[src/rtl/lvds_pkg.sv]
// Shared types for the LVDS transmit/receive blocks.
package lvds_pkg;

  typedef struct packed {
    logic p;
    logic n;
  } pair_t;

  typedef enum logic [1:0] {
    HUNT,
    VERIFY,
    LOCKED
  } lvds_rx_state_e;

endpackage

[src/rtl/ELVDS_IBUF.sv]
// Behavioural model of the emulated-LVDS differential input buffer primitive.
module ELVDS_IBUF (
  input  logic I,
  input  logic IB,
  output logic O
);

  assign O = I & ~IB;

endmodule

[src/rtl/TLVDS_IBUF.sv]
// Behavioural model of the true-LVDS differential input buffer primitive.
module TLVDS_IBUF (
  input  logic I,
  input  logic IB,
  output logic O
);

  assign O = I & ~IB;

endmodule

[src/rtl/lvds_in.sv]
// Differential pair to single-ended bit; picks the true or emulated input buffer.
module lvds_in
  import lvds_pkg::*;
#(
  parameter string Mode = "True"
) (
  input  pair_t pair,
  output logic  rx
);

  if (Mode == "True") begin : g_true
    TLVDS_IBUF u_ibuf (
      .I (pair.p),
      .IB(pair.n),
      .O (rx)
    );
  end else begin : g_emul
    ELVDS_IBUF u_ibuf (
      .I (pair.p),
      .IB(pair.n),
      .O (rx)
    );
  end

endmodule

[src/rtl/lvds_deser_rx.sv]
// LVDS receiver: LSB-first deserialiser with sync-token word alignment and lock tracking.
module lvds_deser_rx
  import lvds_pkg::*;
#(
  parameter string             Mode      = "True",
  parameter int unsigned       Width     = 10,
  parameter logic [Width-1:0]  SyncWord  = 10'b1101010100,
  parameter int unsigned       LockCount = 4,
  parameter int unsigned       Timeout   = 4096
) (
  input  logic             clk,
  input  logic             rst_n,
  input  pair_t            pair,
  output logic [Width-1:0] word,
  output logic             valid,
  output logic             locked
);

  localparam int unsigned CntW = $clog2(Width);
  localparam int unsigned TW   = $clog2(Timeout + 1);
  localparam int unsigned HW   = $clog2(LockCount + 1);

  localparam logic [CntW-1:0] CntLast = CntW'(Width - 1);
  localparam logic [TW-1:0]   TMax    = TW'(Timeout);
  localparam logic [HW-1:0]   LockMax = HW'(LockCount);

  logic rx_bit;

  lvds_in #(
    .Mode(Mode)
  ) u_in (
    .pair(pair),
    .rx  (rx_bit)
  );

  logic                rx_bit_q;
  // Bit 0 of the shift register is never read again, so only the upper bits are kept.
  logic [Width-1:1]    sr_q, sr_d;
  logic [CntW-1:0]     cnt_q, cnt_d;
  lvds_rx_state_e      state_q, state_d;
  logic [HW-1:0]       hits_q, hits_d;
  logic [HW-1:0]       miss_q, miss_d;
  logic [TW-1:0]       tcnt_q, tcnt_d;
  logic [Width-1:0]    word_q, word_d;
  logic                valid_q, valid_d;

  logic [Width-1:0]    sr_next;
  logic                match;
  logic                boundary;
  logic [HW-1:0]       hits_inc;
  logic [HW-1:0]       miss_inc;
  logic [TW-1:0]       tcnt_inc;

  assign sr_next  = {rx_bit_q, sr_q};
  assign match    = (sr_next == SyncWord);
  assign boundary = (cnt_q == CntLast);
  assign hits_inc = (hits_q == LockMax) ? hits_q : hits_q + 1'b1;
  assign miss_inc = (miss_q == LockMax) ? miss_q : miss_q + 1'b1;
  assign tcnt_inc = (tcnt_q == TMax) ? tcnt_q : tcnt_q + 1'b1;

  always_comb begin
    sr_d    = sr_next[Width-1:1];
    cnt_d   = boundary ? '0 : cnt_q + 1'b1;
    state_d = state_q;
    hits_d  = hits_q;
    miss_d  = miss_q;
    tcnt_d  = tcnt_q;
    word_d  = word_q;
    valid_d = 1'b0;

    unique case (state_q)
      HUNT: begin
        if (match) begin
          // Re-phase the word counter so this bit closes a word.
          cnt_d   = '0;
          hits_d  = HW'(1);
          miss_d  = '0;
          tcnt_d  = '0;
          state_d = (LockCount <= 1) ? LOCKED : VERIFY;
        end
      end
      VERIFY: begin
        if (boundary) begin
          if (match) begin
            hits_d = hits_inc;
            if (hits_inc == LockMax) begin
              state_d = LOCKED;
              miss_d  = '0;
              tcnt_d  = '0;
            end
          end else begin
            hits_d  = '0;
            state_d = HUNT;
          end
        end
      end
      LOCKED: begin
        if (boundary && match) begin
          tcnt_d  = '0;
          miss_d  = '0;
          word_d  = sr_next;
          valid_d = 1'b1;
        end else if (boundary) begin
          tcnt_d = tcnt_inc;
          if (tcnt_inc == TMax) begin
            state_d = HUNT;
          end else begin
            word_d  = sr_next;
            valid_d = 1'b1;
          end
        end else if (match) begin
          // A token off the word grid means the link has slipped.
          miss_d = miss_inc;
          if (miss_inc == LockMax) begin
            state_d = HUNT;
          end
        end
      end
      default: state_d = HUNT;
    endcase
  end

  always_ff @(posedge clk or negedge rst_n) begin
    if (!rst_n) begin
      rx_bit_q <= 1'b0;
      sr_q     <= '0;
      cnt_q    <= '0;
      state_q  <= HUNT;
      hits_q   <= '0;
      miss_q   <= '0;
      tcnt_q   <= '0;
      word_q   <= '0;
      valid_q  <= 1'b0;
    end else begin
      rx_bit_q <= rx_bit;
      sr_q     <= sr_d;
      cnt_q    <= cnt_d;
      state_q  <= state_d;
      hits_q   <= hits_d;
      miss_q   <= miss_d;
      tcnt_q   <= tcnt_d;
      word_q   <= word_d;
      valid_q  <= valid_d;
    end
  end

  assign word   = word_q;
  assign valid  = valid_q;
  assign locked = (state_q == LOCKED);

endmodule

[config.mk]
export PLATFORM = sky130hd
export DESIGN_NAME = lvds_deser_rx
export DESIGN_NICKNAME = d
export VERILOG_FILES = /design/src/rtl/lvds_pkg.sv /design/src/rtl/ELVDS_IBUF.sv /design/src/rtl/TLVDS_IBUF.sv /design/src/rtl/lvds_in.sv /design/src/rtl/lvds_deser_rx.sv
export SDC_FILE = /design/constraint.sdc
export NUM_CORES = 1
export LEC_CHECK = 0
export BUFFER_PORTS_ARGS = -buffer_cell sky130_fd_sc_hd__buf_4
export CAP_MARGIN = 10
export CORE_UTILIZATION = 40
export CTS_BUF_LIST = sky130_fd_sc_hd__clkbuf_4 sky130_fd_sc_hd__clkbuf_8
export CTS_CLUSTER_SIZE = 20
export DETAILED_ROUTE_END_ITERATION = 7
export SYNTH_ARGS = -nofsm -noshare
export SYNTH_HDL_FRONTEND = slang
export SYNTH_HIERARCHICAL = 1
export SYNTH_SLANG_ARGS = --single-unit
[constraint.sdc]
create_clock -name clk -period 3.12 [get_ports clk]
set_input_delay 0.156 -clock clk [delete_from_list [all_inputs] [get_ports clk]]
set_output_delay 0.156 -clock clk [all_outputs]
set_load 0.005 [all_outputs]
# Yosys cells after proc, flatten, opt, wreduce, memory -nomap -nowiden
# Index checks and enable logic that the tools add are counted.
[totals] register_bits=46 elab_cells=90
[op_classes] addsub=4 eq_ne=23 muxes=42 n_bitwise=2 n_reduce_logical=10
[op_table] cell="$mux W13" count=7
[op_table] cell="$pmux W13 S3" count=1
[op_table] cell="$mux W3" count=12
[op_table] cell="$mux W10" count=3
[op_table] cell="$eq A13 B13 Y1 const B" count=2
[op_table] cell="$mux W2" count=9
[op_table] cell="$reduce_and A7 Y1" count=2
[op_table] cell="$add A13 B1 Y13 const B" count=1
[op_table] cell="$eq A3 B3 Y1 const B" count=4
[op_table] cell="$mux W4" count=3
[op_table] cell="$ne A2 B2 Y1 const B" count=6
[op_table] cell="$ne A3 B1 Y1 const B" count=4
[op_table] cell="$eq A10 B10 Y1 const B" count=1
[op_table] cell="$pmux W3 S3" count=1
[op_table] cell="$add A3 B1 Y3 const B" count=2
[op_table] cell="$ne A3 B2 Y1 const B" count=2
[op_table] cell="$pmux W2 S3" count=1
[op_table] cell="$pmux W3 S2" count=1
[op_table] cell="$reduce_and A3 Y1" count=2
[op_table] cell="$reduce_and A6 Y1" count=1
[op_table] cell="$add A4 B1 Y4 const B" count=1
[op_table] cell="$eq A4 B4 Y1 const B" count=1
[op_table] cell="$mux W1" count=4
[op_table] cell="$reduce_bool A2 Y1" count=2
[op_table] cell="other kinds (8)" count=8

# Depth between registers and ports, before layout
[logic_depth] depth_word=8 mapped_depth=10

# Modules after synthesis
# The synthesis kept the hierarchy.
[by_module_without_submodules] mod="lvds_deser_rx" instances=1 cells_per_inst=245 area_each_um2=2477.4 seq_area_each_um2=1151.1
[by_module_without_submodules] mod="TLVDS_IBUF" instances=1 cells_per_inst=1 area_each_um2=13.8 seq_area_each_um2=0.0

# Least setup slack after synthesis
# No wires, ideal clock.
[synth_path] kind="reg2reg" startpoint="reg hits_q[0]" endpoint="reg tcnt_q[11]" t_arrival_ns=2.194 path_slack_ns=0.793 stages_incl_launch_ff=9 synth_period_minus_slack_ns=2.327 path_cell_list="dfrtp_1 -> inv_1 -> ha_1 -> or3b_2 -> a311oi_1 -> a32oi_1 -> clkbuf_1 -> o21ai_0 -> o31ai_1"
[synth_between] elab_chain_len=5 elab_cells_between_ends=6 classes_between="1 x add/sub; 3 x eq/ne; 1 x mux; 1 x reduce/logical"
[synth_rtl] element="start: declaration" line_no="lvds_deser_rx.sv:41" source="logic [HW-1:0] hits_q, hits_d;"
[synth_rtl] element="start signal: assignment" line_no="lvds_deser_rx.sv:139" source="hits_q <= hits_d;"
[synth_rtl] element="$add A3 B1 Y3 / $eq A3 B3 Y1 (equally long branches)" line_no="lvds_deser_rx.sv:57" source="assign hits_inc = (hits_q == LockMax) ? hits_q : hits_q + 1'b1;"
[synth_rtl] element="$mux W3 (*)" line_no="lvds_deser_rx.sv:57"
[synth_rtl] element="$eq A3 B3 Y1 (*)" line_no="lvds_deser_rx.sv:86" source="if (hits_inc == LockMax) begin"
[synth_rtl] element="$ne A2 B2 Y1 (no source line) (*)"
[synth_rtl] element="$reduce_and A6 Y1 (no source line) (*)"
[synth_rtl] element="end signal: assignment" line_no="lvds_deser_rx.sv:141" source="tcnt_q <= tcnt_d;"
[synth_rtl] element="end: declaration" line_no="lvds_deser_rx.sv:43" source="logic [TW-1:0] tcnt_q, tcnt_d;"
# Mark *: on every way between the ends. The rest lies on a longest branch, timed or not.
# A chain may end at the register's enable or synchronous reset.

# Worst setup path after layout
[layout_path] startpoint="reg hits_q[0]" endpoint="reg tcnt_q[4]"
# Same word-level chain as after synthesis.

==> results.py <==
metrics = {
    "status": {
        "outcome": "finished clean",
    },
    "sta": {
        "slew_headroom_pct": 18.6,
        "clock_skew_ps": 10.4,
        "setup_tns_ps": 0,
        "timing.final.crit_share_pct": 92.1,
        "drv_slew": 0,
        "clock.fmax_mhz": 348,
        "tightestPinTransition_ps": 1220,
        "min_period_ps": 2870,
        "hold_viol": 0,
        "fin_hold_ws_ps": 72.2,
        "rsz0062_at_grt": "no",
        "setup_viol": 0,
    },
    "clock_tree": {
        "cts_max_path_buffers": 2,
        "cts_resized": 0,
        "tritoncts": "done",
        "clk-insertion-delay-late_ps": 310,
        "cts_setup_buffers": 0,
        "cts_buffers": 5,
        "clk_pin_slew_ps": 100,
        "root_buffer": "clkbuf_8",
        "cts.sinks": 46,
        "htreeDepth": 2,
    },
    "floorplan": {
        "core_sq_um": 5960,
        "start_util_pct": 41.8,
        "die_h_um": 80.9,
        "rows": 28,
        "dieArea_sq_um": 6550,
        "io_pins": 16,
        "die_x_um": 80.9,
    },
    "detailed_routing": {
        "drt_iter0_markers": 129,
        "routedWlPerCell_um": 14.8,
        "avgViaCountPerCell": 5.63,
        "routed_wl_um": 4990,
        "drc": 0,
        "antenna_left": 0,
        "dr.pass1.iters": 4,
        "routed-via-count": 1898,
    },
    "setup_path": {
        "path_max_fanout": 16,
        "worst_setup_path_start_kind": "register",
        "worstPathArrival_ps": 3120,
        "path_delay_family": "simple AND/OR/NAND/NOR gates",
        "crit_required_ps": 3370,
        "endpoint_kind": "register",
        "max_stage_delay_ps": 560,
        "cp_num_buf_inv": 1,
        "crit_type": "reg -> reg",
        "slowest_stage": "or4_1",
        "crit_chain": "inv_1, ha_1, or3b_2, a311oi_1, a32oi_1, or4_1, nand2_1",
    },
    "place": {
        "gp_congestion": 0.862,
        "port_buffers": 15,
        "dpl.hpwl_um": 3270,
    },
    "pwr": {
        "p_clk_share_pct": 33.7,
        "p_int_w": 0.000834,
        "p_comb_share_pct": 9.5,
        "switching_power_w": 0.000320,
        "p_per_area_nw_per_um2": 417,
        "p_seq_share_pct": 56.9,
        "p_leak_nw": 1.20,
        "swShare_pct": 27.7,
        "ir_worst_vdd_mv": 0.296,
    },
    "grt": {
        "overflow": 0,
        "grt_pass1_wl_um": 8670,
        "grt_pass1_vias": 1763,
        "grt_start_max_net_pins": 47,
        "antenna_found_initial": 0,
        "grt.total_usage_pct": 17.2,
    },
    "layout": {
        "finish.utilization_pct": 46.4,
        "final-seq-area_sq_um": 1150,
        "synthToLayoutAreaGrowth_pct": 11.0,
        "diodes": 0,
        "nets": 271,
        "layout_common_cells": "dfrtp_1, o21ai_0, nand2_1",
        "multiInputGateArea_sq_um": 1220,
        "final_common_cell": "dfrtp_1",
        "final_layout_size_suffix_gt1_share_pct": 18.7,
        "num-fill-cells": 571,
    },
    "synthesis": {
        "syn_nets": 256,
        "avgSynthCellArea_sq_um": 10.1,
        "synth_seq_cells": 46,
        "synth_area_sq_um": 2490,
        "synth-async-reset-ratio_pct": 100,
        "seq_area_frac_synth_pct": 46.2,
        "synthCells": 246,
        "yosys.cell_types.count": 57,
        "synth-edff-count": 0,
        "ys.flop_type": "dfrtp_1",
        "yosysWarningCount": 6,
    },
    "worst_hold_path": {
        "hold_path.class": "in -> reg",
    },
    "flow_run": {
        "maxCapViolCount": 0,
    },
}
==> routing by layer <==
layer  vias to the layer above  part of all wire, %  global-route usage [%]  routed length, um
li1                        929                    -                       -                  -
met1                       918                   50                    24.9               2490
met2                        47                   44                    26.1               2220
met3                         4                  4.9                    3.82                244
met4                         0                 0.66                    4.29                 33
met5                         -                    0                       0                  0
==> sequential cells by signal (all words and copies together), names as in the netlist <==
register	cells
state_q	2
word	10
rx_bit_q	1
miss_q	3
tcnt_q	13
valid	1
sr_q	9
hits_q	3
cnt_q	4
==> cells in the mapped netlist, types with 3 or more instances <==
| library cell | n | area share (%) |
|---|---|---|
| or3_1 | 3 | 0.75 |
| nand3_1 | 7 | 1.4 |
| nand2b_1 | 4 | 1.0 |
| o31ai_1 | 5 | 1.5 |
| a21oi_1 | 10 | 2.0 |
| nor3b_1 | 3 | 0.90 |
| nand2_1 | 20 | 3.0 |
| ha_1 | 6 | 3.0 |
| buf_6 | 3 | 1.4 |
| mux2_4 | 9 | 5.4 |
| nand4_1 | 3 | 0.75 |
| a31oi_1 | 5 | 1.3 |
| nor2_1 | 17 | 2.6 |
| o21ai_0 | 29 | 5.8 |
| clkbuf_1 | 8 | 1.2 |
| inv_1 | 11 | 1.7 |
| nor3_1 | 4 | 0.80 |
| xor2_1 | 3 | 1.1 |
| dfrtp_1 | 46 | 46 |
==> logic make-up (layout without fill, tap and decap cells) <==
family	count (synthesis)	in the layout	share of synthesized area (%)
adder cells (fa/ha/maj)	6	6	3.01
multiplexers	12	12	6.73
buffers and inverters	24	40	4.72
AND/OR/NAND/NOR	85	85	19.6
AO/OA/AOI/OAI	68	68	17.9
flip-flops	46	46	46.2
XOR/XNOR	5	5	1.76
==> final timing paths <==
kind	startpoint	endpoint	slack [ps]	depth (start not counted)
min reg2reg	sr_q[7]$_DFF_PN0_	sr_q[6]$_DFF_PN0_	400	0
max in group asynchronous	rst_n	hits_q[0]$_DFFE_PN0P_	2340	2
max	hits_q[0]$_DFFE_PN0P_	tcnt_q[4]$_DFFE_PN0P_	250	7
min in group asynchronous	rst_n	tcnt_q[6]$_DFFE_PN0P_	390	2
min	pair[1]	rx_bit_q$_DFF_PN0_	70	2
max reg2reg	hits_q[0]$_DFFE_PN0P_	tcnt_q[4]$_DFFE_PN0P_	250	7
==> worst reg2reg max path: stages (launching register included) <==
cell	delay (ps)
dfrtp_1	460
inv_1	90
ha_1	250
or3b_2	470
a311oi_1	410
a32oi_1	510
or4_1	570
nand2_1	80
==> per-stage QoR <==
step	instances	total power, W	cell area (sq um)	setup WS [ps]
2_1_floorplan	246	0.000741	2490	793
3_3_place_gp	327	0.000775	2650	369
3_5_place_dp	327	0.000776	2650	295
4_1_cts	337	0.00118	2770	257
5_1_grt	337	0.00123	2770	4.20
6_report	337	0.00115	2770	247
==> power groups by stage <==
stage	logic, W	registers, W	clock network (W)
2_1_floorplan	0.0000824	0.000659	0
3_3_place_gp	0.000108	0.000667	0
3_5_place_dp	0.000109	0.000667	0
4_1_cts	0.000111	0.000656	0.000410
5_1_grt	0.000129	0.000663	0.000434
6_report	0.000109	0.000656	0.000389
==> area by class of cell <==
class,instances,area share (%)
Sequential cell,46,41.6
Clock buffer,5,2.49
Multi-Input combinational cell,176,44.2
Timing Repair Buffer,21,5.88
Tap cell,75,3.39
Inverter,11,1.49
Clock inverter,3,0.905
==> what timing repair did <==
action,in CTS,in global routing
endpoints found under the hold margin,47,0
setup endpoints to repair,0,0
hold buffers,2,0
No activity file was read; power rests on OpenSTA's default activity.
